==> src/rtl/csr_uart_tx_pkg.sv <==
// Shared CSR definitions: register addresses, modify codes and the UART status word layout.
package csr_uart_tx_pkg;

  localparam logic [11:0] CSR_MSCRATCH_ADDR = 12'h340;
  localparam logic [11:0] CSR_MCYCLE_ADDR   = 12'hB00;
  localparam logic [11:0] CSR_UART_ADDR     = 12'hBC0;

  localparam logic [2:0] MOD_NONE  = 3'd0;
  localparam logic [2:0] MOD_WRITE = 3'd1;
  localparam logic [2:0] MOD_SET   = 3'd2;
  localparam logic [2:0] MOD_CLEAR = 3'd3;

  typedef struct packed {
    logic [28:0] zero;
    logic        overflow;
    logic        idle;
    logic        full;
  } uart_status_t;

endpackage

==> src/rtl/csr_uart_tx_fifo.sv <==
// Transmit byte FIFO with show-ahead output; pointers carry one extra wrap bit.
module tx_fifo #(
  parameter int unsigned LOG2 = 4
) (
  input  logic       clk,
  input  logic       rstn,
  input  logic       push,
  input  logic       pop,
  input  logic [7:0] din,
  output logic [7:0] dout,
  output logic       full,
  output logic       empty
);

  localparam int unsigned DEPTH = 1 << LOG2;

  logic [7:0]    r_mem [DEPTH];
  logic [LOG2:0] r_wr_ptr;
  logic [LOG2:0] r_rd_ptr;
  logic          w_do_push;
  logic          w_do_pop;

  assign empty     = (r_wr_ptr == r_rd_ptr);
  assign full      = (r_wr_ptr[LOG2] != r_rd_ptr[LOG2]) &&
                     (r_wr_ptr[LOG2-1:0] == r_rd_ptr[LOG2-1:0]);
  assign w_do_push = push && !full;
  assign w_do_pop  = pop && !empty;
  assign dout      = r_mem[r_rd_ptr[LOG2-1:0]];

  // NOTE: storage has no reset; the pointers alone define which entries are valid.
  always_ff @(posedge clk) begin
    if (w_do_push) r_mem[r_wr_ptr[LOG2-1:0]] <= din;
  end

  always_ff @(posedge clk or negedge rstn) begin
    if (!rstn) begin
      r_wr_ptr <= '0;
      r_rd_ptr <= '0;
    end else begin
      if (w_do_push) r_wr_ptr <= r_wr_ptr + {{LOG2{1'b0}}, 1'b1};
      if (w_do_pop)  r_rd_ptr <= r_rd_ptr + {{LOG2{1'b0}}, 1'b1};
    end
  end

endmodule

==> src/rtl/csr_uart_tx.sv <==
// CSR-mapped UART transmitter: one data/status register feeding a byte FIFO and an 8N1 serializer.
module csr_uart_tx
  import csr_uart_tx_pkg::*;
#(
  parameter logic [11:0] BASE_ADDR = CSR_UART_ADDR,
  parameter int unsigned DIVISOR   = 868,
  parameter int unsigned FIFO_LOG2 = 4
) (
  input  logic        clk,
  input  logic        rstn,
  input  logic        read,
  input  logic [2:0]  modify,
  input  logic [31:0] wdata,
  input  logic [11:0] addr,
  output logic [31:0] rdata,
  output logic        valid,
  output logic        tx
);

  localparam logic [1:0]  ST_IDLE  = 2'd0;
  localparam logic [1:0]  ST_START = 2'd1;
  localparam logic [1:0]  ST_DATA  = 2'd2;
  localparam logic [1:0]  ST_STOP  = 2'd3;
  localparam logic [15:0] DIV_LAST = 16'(DIVISOR - 1);

  logic         r_select;
  logic         r_overflow;
  logic         r_tx;
  logic [1:0]   r_state;
  logic [15:0]  r_div_cnt;
  logic [2:0]   r_bit_idx;
  logic [7:0]   r_shift;
  logic         w_push_req;
  logic         w_pop;
  logic         w_full;
  logic         w_empty;
  logic         w_bit_done;
  logic [7:0]   w_dout;
  uart_status_t w_status;
  logic         w_unused;

  assign w_push_req = r_select && (modify == MOD_WRITE);
  assign w_bit_done = (r_div_cnt == DIV_LAST);
  // The FSM loads a new byte from IDLE, or straight out of STOP to avoid an idle gap.
  assign w_pop      = !w_empty && ((r_state == ST_IDLE) || ((r_state == ST_STOP) && w_bit_done));
  assign w_unused   = ^wdata[31:8];

  tx_fifo #(.LOG2(FIFO_LOG2)) u_fifo (
    .clk   (clk),
    .rstn  (rstn),
    .push  (w_push_req),
    .pop   (w_pop),
    .din   (wdata[7:0]),
    .dout  (w_dout),
    .full  (w_full),
    .empty (w_empty)
  );

  // NOTE: every signal written in always_comb gets a default first so no latch is inferred.
  always_comb begin
    w_status          = '0;
    w_status.full     = w_full;
    w_status.idle     = w_empty && (r_state == ST_IDLE);
    w_status.overflow = r_overflow;
  end

  assign valid = r_select;
  assign rdata = r_select ? w_status : 32'd0;
  assign tx    = r_tx;

  // NOTE: sequential state uses non-blocking assignments only.
  always_ff @(posedge clk or negedge rstn) begin
    if (!rstn) begin
      r_select   <= 1'b0;
      r_overflow <= 1'b0;
    end else begin
      r_select <= read && (addr == BASE_ADDR);
      if (w_push_req && w_full) r_overflow <= 1'b1;
      else if (r_select)        r_overflow <= 1'b0;
    end
  end

  always_ff @(posedge clk or negedge rstn) begin
    if (!rstn) begin
      r_state   <= ST_IDLE;
      r_div_cnt <= '0;
      r_bit_idx <= '0;
      r_shift   <= '0;
      r_tx      <= 1'b1;
    end else begin
      case (r_state)
        ST_IDLE: begin
          if (!w_empty) begin
            r_shift   <= w_dout;
            r_tx      <= 1'b0;
            r_div_cnt <= '0;
            r_state   <= ST_START;
          end
        end
        default: begin
          if (!w_bit_done) begin
            r_div_cnt <= r_div_cnt + 16'd1;
          end else begin
            r_div_cnt <= '0;
            case (r_state)
              ST_START: begin
                r_state   <= ST_DATA;
                r_bit_idx <= 3'd0;
                r_tx      <= r_shift[0];
              end
              ST_DATA: begin
                if (r_bit_idx == 3'd7) begin
                  r_state <= ST_STOP;
                  r_tx    <= 1'b1;
                end else begin
                  r_bit_idx <= r_bit_idx + 3'd1;
                  r_tx      <= r_shift[r_bit_idx + 3'd1];
                end
              end
              default: begin
                if (!w_empty) begin
                  r_shift <= w_dout;
                  r_tx    <= 1'b0;
                  r_state <= ST_START;
                end else begin
                  r_state <= ST_IDLE;
                end
              end
            endcase
          end
        end
      endcase
    end
  end

endmodule

==> config.mk <==
export PLATFORM = sky130hd
export DESIGN_NAME = csr_uart_tx
export DESIGN_NICKNAME = d
export VERILOG_FILES = /design/src/rtl/csr_uart_tx_pkg.sv /design/src/rtl/csr_uart_tx_fifo.sv /design/src/rtl/csr_uart_tx.sv
export SDC_FILE = /design/constraint.sdc
export NUM_CORES = 1
export LEC_CHECK = 0
export ABC_AREA = 1
export CORE_MARGIN = 5
export CORE_UTILIZATION = 55
export DETAILED_ROUTE_END_ITERATION = 10
export GPL_TIMING_DRIVEN = 1
export PLACE_DENSITY_LB_ADDON = 0.1
export SLEW_MARGIN = 20
export SYNTH_ARGS = -nofsm -noshare
export SYNTH_HDL_FRONTEND = slang
export SYNTH_SLANG_ARGS = --single-unit
==> constraint.sdc <==
create_clock -name clk -period 2.6 [get_ports clk]
set_input_delay 0.26 -clock clk [delete_from_list [all_inputs] [get_ports clk]]
set_output_delay 0.26 -clock clk [all_outputs]
set_load 0.01 [all_outputs]
Word-level counts from Yosys, hierarchy flattened. Memory sizes are Yosys's and may differ from the RTL's. Cells that the tools add are included. Widths: inputs -> output; s select.

Register bits after elaboration: 42. RAM bits: 128. Input bits: 50. Output and inout port bits: 34. Word-level logic and storage cells: 77. Memories kept: 1.

Add/subtract/negate cells: 4. $lt $le $gt $ge: 1. Equality and inequality tests: 14. Multiplexer cells: 27. Bitwise gates (word level): 1. Reduce and logical (&&, ||, !) cells: 20.

Memories: u_fifo.r_mem (words 16, bits a word 8, rd ports 1, clocked after Yosys merged registers in 0, wr ports 1, line csr_uart_tx_fifo.sv:17) `logic [7:0] r_mem [DEPTH];`.

Operator list (number): $mux 16 (3); $mux 8 (4); $add 16x1->16 const B (1); $eq 16x10->1 const B (1); $eq 12x12->1 const B (1); $add 5x1->5 const B (2); $mux 1 (10); $logic_and 1x1->1 (9); $mux 2 (4); $mux 3 (2); $pmux 3 s2 (1); $reduce_bool 2->1 (3); $eq 5x5->1 (1); $eq 2x2->1 const B (2); $eq 4x4->1 (1); $lt 3x4->1 const B (1); $ne 2x2->1 const B (2); $pmux 2 s2 (1); $reduce_and 4->1 (1); $add 3x1->3 const B (1); $bmux 1 s3 (1); $eq 3x1->1 const B (1); $eq 3x3->1 const B (1); $ne 3x3->1 const B (1); 11 further kinds (12).

Longest topological paths before layout. Gate-level depths: netlist (run 1).

Depth in word-level cells: 7. Mapped depth: 12. Gate-level depth less buffers: 11.

Modules after synthesis. A second synthesis (run 1) with hierarchy kept.

Cells, all modules: 841. Area, all modules: 8129.0 µm².

Modules (own cells, without submodules): tx_fifo (instances 1, cells an instance 559, area an instance 5959.5 µm², sequential area each 4093.9 µm²); csr_uart_tx (instances 1, cells an instance 282, area an instance 2169.6 µm², sequential area each 802.0 µm²).

Worst setup path before layout (run 1). OpenSTA, ideal clock, no wires.

Path type: register -> register. Start point: register u_fifo.r_rd_ptr[4]. End point: memory u_fifo.r_mem[11][0] (enable). Setup time: 0.370 ns. Data arrival time: 1.590 ns. Data required time: 2.230 ns. Setup slack: 0.640 ns. Cell stages (with the launch flop): 7. Buffers on the path: 0. Period minus slack after synthesis: 1.960 ns. Path through: dfrtp_1 -> xnor2_2 -> nand3b_2 -> nand2_2 -> inv_2 -> nand2_1 -> nor2_1.

Word-level cells in the longest chain between the ends: 6.

Ends and longest elaborated chain: start: declaration (line csr_uart_tx_fifo.sv:19) `logic [LOG2:0] r_rd_ptr;`; start signal: assignment (line csr_uart_tx_fifo.sv:41) `if (w_do_pop) r_rd_ptr <= r_rd_ptr + {{LOG2{1'b0}}, 1'b1};`; $ne 1x1->1 (line csr_uart_tx_fifo.sv:24) `assign full = (r_wr_ptr[LOG2] != r_rd_ptr[LOG2]) &&`; $logic_and 1x1->1 (line csr_uart_tx_fifo.sv:24); $logic_not 1->1 (line csr_uart_tx_fifo.sv:26) `assign w_do_push = push && !full;`; $logic_and 1x1->1 (line csr_uart_tx_fifo.sv:26); $mux 1 (line csr_uart_tx_fifo.sv:32) `if (w_do_push) r_mem[r_wr_ptr[LOG2-1:0]] <= din;`; $mux 1 (not written as such) (line csr_uart_tx_fifo.sv:32); end: declaration (line csr_uart_tx_fifo.sv:17).

No other way between the ends.

Final worst setup path (run 1).
Start point: register u_fifo.r_wr_ptr[2]. End point: output port rdata[0].

Word-level cells in the longest chain between the ends: 3.

Ends and longest elaborated chain: start: declaration (line csr_uart_tx_fifo.sv:18) `logic [LOG2:0] r_wr_ptr;`; start signal: assignment (line csr_uart_tx_fifo.sv:40) `if (w_do_push) r_wr_ptr <= r_wr_ptr + {{LOG2{1'b0}}, 1'b1};`; $eq 4x4->1 (line csr_uart_tx_fifo.sv:25) `(r_wr_ptr[LOG2-1:0] == r_rd_ptr[LOG2-1:0]);`; $logic_and 1x1->1 (line csr_uart_tx_fifo.sv:24); $mux 3 (line csr_uart_tx.sv:68) `assign rdata = r_select ? w_status : 32'd0;`; end: declaration (line csr_uart_tx.sv:15) `output logic [31:0] rdata,`.

No other way between the ends.

==> out/summary.txt, run 1 <==
============================================================================================
Run status                                                                      complete, but fails checks
Failing checks                                                                   hold timing
Synthesis-stage register bit count                                                       170
Total global-route track usage                                                         0.220
Clock-pin slew on the worst setup and hold paths                                     0.07 ns
Share of the clock period used by the worst path                                       0.945
Highest routed metal layer                                                              met4
Max-cap violations                                                                         0
Final hold vios                                                                           37
Placed standard-cell area                                                         8480 sq um
Die area                                                                         17100 sq um
Number of enable-type register cells in the synthesized netlist                          128
Buffers from clock root to sink, at most                                                   2
Remaining global-route overflow                                                            0
Setup violation total in the final timing report                                           0
Transition time at the pin with the least slew margin                               0.956 ns
Most common library cell in the layout ignoring fill and taps                         nor2_1
Sort of element at the start of the critical path                                   register
Setup WS pre-CTS                                                                    0.365 ns
Antenna violations before repair                                                           0
Skew-Pair Late Insertion Delay                                                       0.43 ns
Number of filler cells placed in the layout                                             1161
Worst path setup slack after routing                                                0.142 ns
Post-synthesis sequential area ratio                                                   0.612
Post-synthesis cell area                                                          8010 sq um
First DRT Iteration DRCs                                                                 603
Biggest fanout along the worst timing path                                                 8
Row cnt                                                                                   44
Global-route wire length before repair                                               28.6 mm
Tightest hold margin                                                              -0.0181 ns
DRC violation count after routing                                                          0
Met3 wire len                                                                        1.04 mm
YS warnings                                                                                0
Worst hold path class                                                           input pin to asynchronous set/reset pin
Max frequency                                                                        407 MHz
Time the final worst path needs with I/O delays and setup                            2.46 ns
Post-route ant nets                                                                        0
Area taken by flip-flops and latches                                              4900 sq um
Die Height                                                                       131 microns
Fraction of power spent switching nets                                                 0.215
Multiplexer area fraction after synthesis                                                  0
Area leader, netlist                                                                edfxtp_1
Fraction of registers with async set or reset after synthesis                          0.247
Largest stage delay, worst path                                                      0.56 ns
Fraction of layout instances using a drive strength above 1                           0.0982
Post-Synth Adder-Cell Area                                                            0.0188
Basic-gate share of the synthesized area counting and, or, nand and nor cells          0.231
Total power divided by cell area                                                 618 nW/um^2
Commonest non-fill, non-tap cells in the layout                                 nor2_1 (169), nand2_1 (166), edfxtp_1 (128), o21ai_0 (82), nand3_1 (60)
Post-CTS Hold Fix Bufs                                                                     0
Met1 layer wirelength in the final routing                                           7.29 mm
Aggregate negative setup slack                                                          0 ns
Final slew viol count                                                                      0
Slew margin rel.                                                                       0.362
Xor-xnor portion of the synthesized cell area                                         0.0119
Effective utilization at floorplan                                                     0.555
TritonCTS clock tree                                                                     yes
Ys flop type                                                                        edfxtp_1
Total clock buffers created by CTS                                                        17
Dominant combinational cell family by area after synthesis                      simple AND/OR/NAND/NOR gates
Core region area                                                                 14400 sq um
TritonCTS Sinks                                                                          170
Root Buffer                                                                        clkbuf_16
Kind of critical path                                                           register to output port
Sum of met2 wire segment lengths after detailed routing                              8.75 mm
DPL Wire Length                                                                      11.5 mm
Multi-input combinational cell area                                               2680 sq um
Average cell area after synthesis                                                 9.69 sq um
Cell count after synthesis                                                               826
Critical path's most frequent cell                                                   nand2_1
CTS H-Tree Depth                                                                           4
Count of buffer and inverter cells on the critical path                                    2
Weighted congestion at the end of routability-driven global placement                  0.968
Data required time at the worst endpoint                                             2.34 ns
Final design instance area without fill                                           9090 sq um
P_int                                                                                4.41 mW
Maximum resistive drop on vdd                                                         543 uV
Relative contribution of combinational cells to total power                            0.018
Net count, final                                                                         935
RSZ-0062 raised after global routing                                                   false
Crit path cell chain                                                            inv_1 > nand2_1 > nand2_1 > nor2_4 > nand3b_2 > nor2_1 > clkdlybuf4s50_1
Antenna Cells                                                                              0
Yosys top cell area share                                                              0.480
Slowest stage cell on the critical path                                         clkdlybuf4s50_1
Crit. End Element                                                                output port
Pin count of the biggest net entering global routing                                      66
Total chip power                                                                     5.62 mW
Compound-gate portion of the synthesized area                                         0.0592
Distinct cells, synth                                                                     38
Area delta synth->final                                                                13.5%
Detailed-route wire length per cell                                             16.5 microns
Via count of the first global-routing pass                                              5708
Family of cells with the greatest summed delay on the critical path             buffers and inverters
Via density per instance                                                                5.44
X dimension of the die                                                           131 microns
Leakage                                                                              3.62 nW
Via count                                                                               5822
Power spent charging and discharging nets                                            1.21 mW
# IOs                                                                                     84
Top area cells in the synthesized netlist                                       edfxtp_1 (48%), dfrtp_1 (13%), nor2_1 (7.9%)
Sequential Power Share                                                                 0.520
Proportion of power drawn by the clock network                                         0.462
Setup skew after layout                                                           0.00873 ns
Total of buffers placed on input and output ports                                         30
DRT Pass-1 Iters                                                                           7
Final WL                                                                             17.6 mm
CP Data Arrival Time                                                                 2.20 ns
============================================================================================
==> state kept, by name, summed over array words and instances, names as in the netlist <==
| register | flops |
|---|---|
| u_fifo.r_mem | 128 |
| r_div_cnt | 16 |
| r_shift | 8 |
| u_fifo.r_rd_ptr | 5 |
| u_fifo.r_wr_ptr | 5 |
| r_bit_idx | 3 |
| r_state | 2 |
| r_overflow | 1 |
| tx | 1 |
| valid | 1 |
==> final cells by class <==
cell class	instances	area share
clock buffers	17	0.0468
well taps	184	0.0253
clock inverters	15	0.0197
inverters	51	0.0213
flip-flops and latches	170	0.539
repair buffers	55	0.0531
multi-input cells	578	0.295
==> power by group through the flow <==
stage / clock network (mW) / registers (mW) / logic, mW
floorplan: 0 / 2.98 / 0.0530
global placement: 0 / 2.98 / 0.0981
detailed placement: 0 / 2.98 / 0.102
CTS: 2.63 / 2.92 / 0.102
global route: 2.74 / 2.92 / 0.114
finish: 2.60 / 2.92 / 0.101
==> worst reg2reg max path, stage by stage (launching register included) <==
cell,delay (ns)
dfrtp_2,0.46
inv_2,0.19
nand2_1,0.08
nand2_1,0.11
nor2_4,0.07
nand3b_2,0.11
nand2_2,0.12
inv_2,0.15
nand2_1,0.13
nor2_1,0.14
buf_4,0.21
==> kinds of logic after synthesis <==
logic type,Yosys count
AOI/OAI and AO/OA,94
xor gates and xnor gates,10
adders and majority gates,12
buffers and inverters,106
DFF,170
other,1
and+or+nand+nor,433
==> through the flow <==
step                      hold slack [ns]  utilization  std cells
after global routing               0.0439        0.630       1070
after global placement              0.449        0.588       1037
after detailed placement            0.459        0.588       1037
after CTS                         0.00372        0.630       1070
after floorplan                   -0.0356            -        854
final                             -0.0181        0.630       1070
==> final timing paths <==
check                              startpoint                 end  slack (ns)  depth (start not counted)
max                        u_fifo.r_wr_ptr[2]            rdata[0]        0.14                          7
min                                      rstn        r_bit_idx[0]       -0.02                          1
max reg2reg                u_fifo.r_rd_ptr[2]  u_fifo.r_mem[7][6]        0.54                         10
min reg2reg                                tx                  tx        0.48                          2
max in group asynchronous                rstn  u_fifo.r_rd_ptr[0]        1.96                          1
min in group clk                      addr[6]               valid        0.38                          3
==> per-layer routing <==
| layer | global-route usage | up-vias |
|---|---|---|
| met2 | 0.360 | 208 |
| li1 | - | 2802 |
| met1 | 0.286 | 2762 |
| met4 | 0.0986 | 0 |
| met3 | 0.0415 | 50 |
| met5 | 0 | - |
==> synthesized netlist by cell type, drive strengths merged, types with 3 or more instances <==
cell type,number
clkbuf,12
edfxtp,128
xnor2,4
nand3b,3
ha,12
o21ai,89
inv,49
nand3,61
o22ai,3
nor2,174
nor3,5
buf,43
xor2,6
nand4,13
dfrtp,41
nand2,173
==> what timing repair did <==
| item | 4_1_cts | 5_1_grt |
|---|---|---|
| buffers inserted | 1 | 0 |
| setup endpoints to repair | 1 | 2 |
| gates resized for setup | 0 | 1 |
No activity file was read; power rests on OpenSTA's default activity.
==> run 2, diff against run 1 <==
--- a/config.mk
+++ b/config.mk
@@ -6,6 +6,7 @@
 export NUM_CORES = 1
 export LEC_CHECK = 0
 export ABC_AREA = 1
+export CORE_ASPECT_RATIO = 1.75
 export CORE_MARGIN = 5
 export CORE_UTILIZATION = 55
 export DETAILED_ROUTE_END_ITERATION = 10
==> run 2 against run 1 <==
Effect of this change:
- the flow now finishes without violations
- die area increased by 0.56%
- flip-flop and latch count stayed put
- global-route usage is 1.2 points higher
- final cell count decreased by 0.37%
- register-to-register slack got worse by 0.08 ns
- clock skew rose by 0.0039 ns
- critical path type unchanged
- largest cell class unchanged
- highest routed layer unchanged
==> out/summary.txt, run 2 (synthesis results as in run 1) <==
====================================================================================
# IOs                                                                             84   unchanged
Die Height                                                               170 microns   +30%
Via count of the first global-routing pass                                      5699   -0.16%
Core region area                                                         14400 sq um   -0.38%
Total global-route track usage                                                 0.232   +0.0119
Transition time at the pin with the least slew margin                       0.786 ns   -0.171 ns
Count of buffer and inverter cells on the critical path                            2   unchanged
P_int                                                                        4.25 mW   -3.7%
Area delta synth->final                                                        13.4%   about the same
Effective utilization at floorplan                                             0.557   +0.00213
Remaining global-route overflow                                                    0   unchanged
Number of flip-flops in the largest register                                     128   unchanged
Max-cap violations                                                                 0   unchanged
Family of cells with the greatest summed delay on the critical path     buffers and inverters
Skew-Pair Late Insertion Delay                                               0.43 ns   about the same
Via count                                                                       5800   -0.38%
Detailed-route wire length per cell                                     17.9 microns   +8.4%
Antenna violations before repair                                                   0   unchanged
Relative contribution of combinational cells to total power                    0.020   +0.002
Row cnt                                                                           58   +32%
Net count, final                                                                 935   unchanged
Sequential Power Share                                                         0.530   +0.010
Sort of element at the start of the critical path                           register
Via density per instance                                                        5.44   about the same
Total power divided by cell area                                         607 nW/um^2   -1.7%
Power spent charging and discharging nets                                    1.26 mW   +4.8%
Clock-pin slew on the worst setup and hold paths                             0.08 ns   about the same
Total of buffers placed on input and output ports                                 30   unchanged
Commonest non-fill, non-tap cells in the layout                         nor2_1 (169), nand2_1 (166), edfxtp_1 (128), o21ai_0 (82), nand3_1 (60)
GR Layer Usage met1                                                            0.238   -0.0487
Aggregate negative setup slack                                                  0 ns   unchanged
Slew margin rel.                                                               0.475   +0.112
Met3 track demand over resource in global routing                             0.0300   -0.0114
Busiest layer in global routing                                                 met2
Most common library cell in the layout ignoring fill and taps                 nor2_1
X dimension of the die                                                   101 microns   -23%
Post-route ant nets                                                                0   unchanged
Root Buffer                                                                clkbuf_16
Crit path cell chain                                                    inv_1 > nand2_1 > nand2_1 > nor2_4 > nand3b_2 > nor2_1 > clkdlybuf4s50_1
Weighted congestion at the end of routability-driven global placement          0.903   -6.7%
Max frequency                                                                408 MHz   +0.23%
RSZ-0062 raised after global routing                                           false
Global-route wire length before repair                                       29.8 mm   +3.9%
Buffers from clock root to sink, at most                                           2   unchanged
Pin count of the biggest net entering global routing                              68   +3.0%
Maximum resistive drop on vdd                                                 573 uV   +5.4%
M2 GR Usage                                                                    0.446   +0.0865
TritonCTS clock tree                                                             yes
Data required time at the worst endpoint                                     2.34 ns   about the same
Worst hold path class                                                   input pin to register
DPL Wire Length                                                              13.1 mm   +14%
Share of the clock period used by the worst path                               0.943   -0.00218
Critical path's most frequent cell                                           nand2_1
Tightest hold margin                                                        0.375 ns   +0.393 ns
Final WL                                                                     19.0 mm   +8.0%
Slowest stage cell on the critical path                                 clkdlybuf4s50_1
Setup violation total in the final timing report                                   0   unchanged
TritonCTS Sinks                                                                  170   unchanged
Fraction of power spent switching nets                                         0.229   +0.0146
Antenna Cells                                                                      0   unchanged
CP Data Arrival Time                                                         2.19 ns   about the same
Final hold vios                                                                    0   -100%
DRC violation count after routing                                                  0   unchanged
Proportion of power drawn by the clock network                                 0.451   -0.011
Biggest fanout along the worst timing path                                        11   +3
Crit. End Element                                                        output port
Time the final worst path needs with I/O delays and setup                    2.45 ns   -0.00567 ns
DRT Pass-1 Iters                                                                   5   -2
Final slew viol count                                                              0   unchanged
Total clock buffers created by CTS                                                17   unchanged
Run status                                                              finished clean
Setup skew after layout                                                    0.0127 ns   +0.00392 ns
Die area                                                                 17200 sq um   +0.56%
Leakage                                                                      3.62 nW   -0.24%
Largest stage delay, worst path                                              0.55 ns   about the same
CTS H-Tree Depth                                                                   4   unchanged
First DRT Iteration DRCs                                                         390   -35%
Kind of critical path                                                   register to output port
Fraction of layout instances using a drive strength above 1                   0.0971   -0.00113
====================================================================================
[run 2: cell count changes in the layout (fill, tap and decap cells not counted)]
cell           previous run  this run
inv_6                     4         5
bufinv_16                 2         0
dlygate4sd3_1             0         1
clkinv_4                  2         1
clkinv_2                  2         1
clkinv_8                  0         5
inv_8                     5         3
buf_4                    25        24
[run 2: worst paths after layout]
kind,from,to,slack (ns),depth (start not counted)
min in group asynchronous,rstn,r_div_cnt[5],0.43,3
worst min register to register,r_shift[6],r_shift[6],0.48,2
worst min-delay path,addr[6],valid,0.37,3
worst max register to register,u_fifo.r_rd_ptr[3],u_fifo.r_mem[7][6],0.46,10
worst max-delay path,u_fifo.r_rd_ptr[3],rdata[0],0.15,7
max in group asynchronous,rstn,u_fifo.r_rd_ptr[0],1.75,3
[run 2: power groups by stage]
stage | registers (mW) | clock network [mW] | logic [mW]
5_1_grt | 2.92 | 2.64 | 0.119
4_1_cts | 2.92 | 2.51 | 0.109
3_5_place_dp | 2.98 | 0 | 0.108
2_1_floorplan | 2.98 | 0 | 0.0530
6_report | 2.92 | 2.49 | 0.109
3_3_place_gp | 2.98 | 0 | 0.106
[run 2: tightest hold or removal path: cells and delay by family]
kind          cells  cell delay (ns)
buf+inv           1             0.40
simple gates      2             0.12
[run 2: per-stage QoR]
step | power, mW | setup WS [ns] | cells | util | instance area (sq um)
finish | 5.52 | 0.148 | 1066 | 0.632 | 9080
global route | 5.68 | 0.0180 | 1066 | 0.632 | 9080
CTS | 5.54 | 0.104 | 1066 | 0.632 | 9080
detailed placement | 3.09 | 0.462 | 1033 | 0.590 | 8470
global placement | 3.09 | 0.470 | 1033 | 0.590 | 8470
floorplan | 3.03 | 0.640 | 854 | - | 8110
[run 2: final cells by class]
cell class | instances | area (sq um)
timing repair buffer | 55 | 485
clock inverter | 15 | 173
clock buffer | 17 | 425
fill | 1186 | 5290
inverter | 51 | 194
tap | 180 | 225
multi-input combinational | 578 | 2680
sequential | 170 | 4900
[run 2: what timing repair did]
item	CTS	global route
hold endpoints to repair	41	0
setup endpoints to repair	0	1
setup buffers	0	0
gates resized for setup	0	1
hold buffers	1	0
[run 2: metal layers]
layer | up-vias | share of wire
met4 | 0 | 0.043
met5 | - | 0
met3 | 48 | 0.032
met2 | 158 | 0.58
met1 | 2799 | 0.34
li1 | 2795 | -
==> run 3, diff against run 2 <==
--- a/config.mk
+++ b/config.mk
@@ -6,12 +6,12 @@
 export NUM_CORES = 1
 export LEC_CHECK = 0
 export ABC_AREA = 1
-export CORE_ASPECT_RATIO = 1.75
 export CORE_MARGIN = 5
 export CORE_UTILIZATION = 55
 export DETAILED_ROUTE_END_ITERATION = 10
 export GPL_TIMING_DRIVEN = 1
 export PLACE_DENSITY_LB_ADDON = 0.1
+export REMOVE_ABC_BUFFERS = 1
 export SLEW_MARGIN = 20
 export SYNTH_ARGS = -nofsm -noshare
 export SYNTH_HDL_FRONTEND = slang
==> run 3 against run 2 <==
Effect of this change:
- worst hold slack worse by 0.013 ns
- fmax is 1.5% higher
- via count is 1.9% lower
- flip-flop and latch count stayed put
- global-route usage is 1.7 points lower
- critical path type unchanged
- critical endpoint unchanged
==> out/summary.txt, run 3 (synthesis results as in run 1) <==
====================================================================================
Final slew viol count                                                              0   unchanged
Most common library cell in the layout ignoring fill and taps                 nor2_1
Worst hold path class                                                   input pin to asynchronous set/reset pin
Skew-Pair Late Insertion Delay                                               0.43 ns   about the same
Die area                                                                 17100 sq um   -0.56%
Slowest stage cell on the critical path                                 clkdlybuf4s50_1
Crit path cell chain                                                    buf_4 > nand2_1 > nand2_1 > nor2_4 > nand3b_2 > nor2_1 > clkdlybuf4s50_1
Buffers from clock root to sink, at most                                           2   unchanged
DRC violation count after routing                                                  0   unchanged
Fraction of layout instances using a drive strength above 1                   0.0857   -0.0114
Commonest non-fill, non-tap cells in the layout                         nor2_1 (169), nand2_1 (166), edfxtp_1 (128), o21ai_0 (82), nand3_1 (60)
Detailed-route wire length per cell                                     16.6 microns   -7.1%
Relative contribution of combinational cells to total power                    0.019   about the same
Remaining global-route overflow                                                    0   unchanged
Setup WS pre-CTS                                                            0.242 ns   -0.220 ns
Effective utilization at floorplan                                             0.555   -0.00213
Clock-pin slew on the worst setup and hold paths                             0.07 ns   about the same
Row cnt                                                                           44   -24%
Max frequency                                                                414 MHz   +1.5%
Sequential Power Share                                                         0.511   -0.019
First DRT Iteration DRCs                                                         476   +22%
Count of buffer and inverter cells on the critical path                            2   unchanged
TritonCTS Sinks                                                                  170   unchanged
Total clock buffers created by CTS                                                17   unchanged
Proportion of power drawn by the clock network                                 0.470   +0.019
Largest stage delay, worst path                                              0.54 ns   about the same
Antenna Cells                                                                      0   unchanged
Family of cells with the greatest summed delay on the critical path     buffers and inverters
Instance count after placement with tap cells included                          1025   -0.77%
Via count of the first global-routing pass                                      5460   -4.2%
Slew margin rel.                                                               0.468   -0.00636
Pin count of the biggest net entering global routing                              68   unchanged
P_int                                                                        4.51 mW   +6.1%
Share of the clock period used by the worst path                               0.929   -0.0143
Total global-route track usage                                                 0.214   -0.0174
X dimension of the die                                                   131 microns   +29%
Root Buffer                                                                clkbuf_16
Worst reg-to-reg setup slack                                                 0.24 ns   -0.22 ns
Final hold vios                                                                    0   unchanged
Global-route wire length before repair                                       27.7 mm   -7.0%
Setup skew after layout                                                   0.00949 ns   -0.00316 ns
Total power divided by cell area                                         633 nW/um^2   +4.2%
Kind of critical path                                                   register to output port
Data required time at the worst endpoint                                     2.34 ns   about the same
DPL Wire Length                                                              11.6 mm   -11%
Via count                                                                       5691   -1.9%
TritonCTS clock tree                                                             yes
Weighted congestion at the end of routability-driven global placement          0.896   -0.73%
Critical path's most frequent cell                                           nand2_1
Leakage                                                                      3.55 nW   -1.8%
Antenna violations before repair                                                   0   unchanged
DRT Pass-1 Iters                                                                   7   +2
Transition time at the pin with the least slew margin                       0.795 ns   +0.00951 ns
Maximum resistive drop on vdd                                                 537 uV   -6.2%
Sort of element at the start of the critical path                           register
Core region area                                                         14400 sq um   +0.38%
Worst path setup slack after routing                                        0.185 ns   +0.0372 ns
Post-route ant nets                                                                0   unchanged
Setup violation total in the final timing report                                   0   unchanged
Final WL                                                                     17.6 mm   -7.7%
Via density per instance                                                        5.37   -1.2%
RR Startpoint                                                           u_fifo.r_wr_ptr[0]
CTS H-Tree Depth                                                                   4   unchanged
Max-cap violations                                                                 0   unchanged
Die Height                                                               131 microns   -23%
RSZ-0062 raised after global routing                                           false
CP Data Arrival Time                                                         2.15 ns   -0.04 ns
Number of cells in the finished layout apart from fillers                       1059   -0.66%
Run status                                                              finished clean
Fraction of power spent switching nets                                         0.211   -0.0176
Number of flip-flops in the largest register                                     128   unchanged
Total of buffers placed on input and output ports                                 30   unchanged
# IOs                                                                             84   unchanged
Endpoint of the worst register-to-register path                         u_fifo.r_mem[1][5]
Net count, final                                                                 924   -1.2%
Crit. End Element                                                        output port
Power spent charging and discharging nets                                    1.21 mW   -4.2%
Time the final worst path needs with I/O delays and setup                    2.41 ns   -0.0372 ns
Depth of the worst register-to-register path                                       9   -1
Biggest fanout along the worst timing path                                        14   +3
Area delta synth->final                                                        12.9%
Total chip power                                                             5.72 mW   +3.7%
====================================================================================
==> run 3: changes by cell type in the layout (fill, tap and decap cells not counted), sizes merged <==
cell / delta
clkinv: -3
inv: -1
buf: -11
clkinvlp: +1
bufinv: +3
==> run 3: per-layer routing <==
metal | vias up | share of wire | track usage
met5 | - | 0 | 0
met4 | 0 | 0.016 | 0.0762
met3 | 26 | 0.062 | 0.0463
met2 | 171 | 0.50 | 0.357
met1 | 2715 | 0.42 | 0.279
li1 | 2779 | - | -
==> run 3: worst max path at each step <==
stage,startpoint,end,cells past startpoint
floorplan,u_fifo.r_rd_ptr[0],u_fifo.r_mem[7][0],9
global placement,modify[1],u_fifo.r_mem[1][7],7
detailed placement,modify[1],u_fifo.r_mem[1][7],7
CTS,u_fifo.r_rd_ptr[2],rdata[0],7
global route,u_fifo.r_wr_ptr[0],u_fifo.r_mem[1][4],9
finish,u_fifo.r_rd_ptr[2],rdata[0],7
==> run 3: stage by stage <==
stage                      util  area [sq um]  setup TNS (ns)  hold WS [ns]
after floorplan               -          7770          -76.81       -0.0356
after global placement    0.581          8390               0         0.280
after detailed placement  0.581          8390               0         0.291
after CTS                 0.627          9040               0         0.369
after global routing      0.627          9040               0         0.376
final                     0.627          9040               0         0.362
==> run 3: final cells by class <==
class	instances	area [sq um]
fillers	1166	5380
flip-flops and latches	170	4900
multi-input cells	578	2680
repair buffers	44	403
well taps	184	230
inverters	51	194
clock buffers	17	425
clock inverters	15	208
==> run 3: repair_timing <==
action,CTS,global route
endpoints found under the setup margin,1,0
resized for setup,2,0
hold endpoints to repair,22,0
hold buffers,1,0
buffers inserted,1,0
==> run 3: worst register-to-register path, cell delays in order, from the launching register on <==
cell      delay [ns]
dfrtp_1         0.43
inv_1           0.17
nand2_1         0.07
nand2_1         0.10
nor2_4          0.06
nand3b_2        0.11
nand2_2         0.12
inv_2           0.16
nand2_2         0.13
nor2_1          0.63
==> run 3: power by group through the flow <==
| stage | combinational [mW] | sequential (mW) | clock (mW) |
|---|---|---|---|
| 6_report | 0.111 | 2.92 | 2.69 |
| 4_1_cts | 0.110 | 2.92 | 2.71 |
| 2_1_floorplan | 0.0205 | 2.98 | 0 |
| 3_3_place_gp | 0.107 | 2.98 | 0 |
| 3_5_place_dp | 0.109 | 2.98 | 0 |
| 5_1_grt | 0.121 | 2.92 | 2.85 |
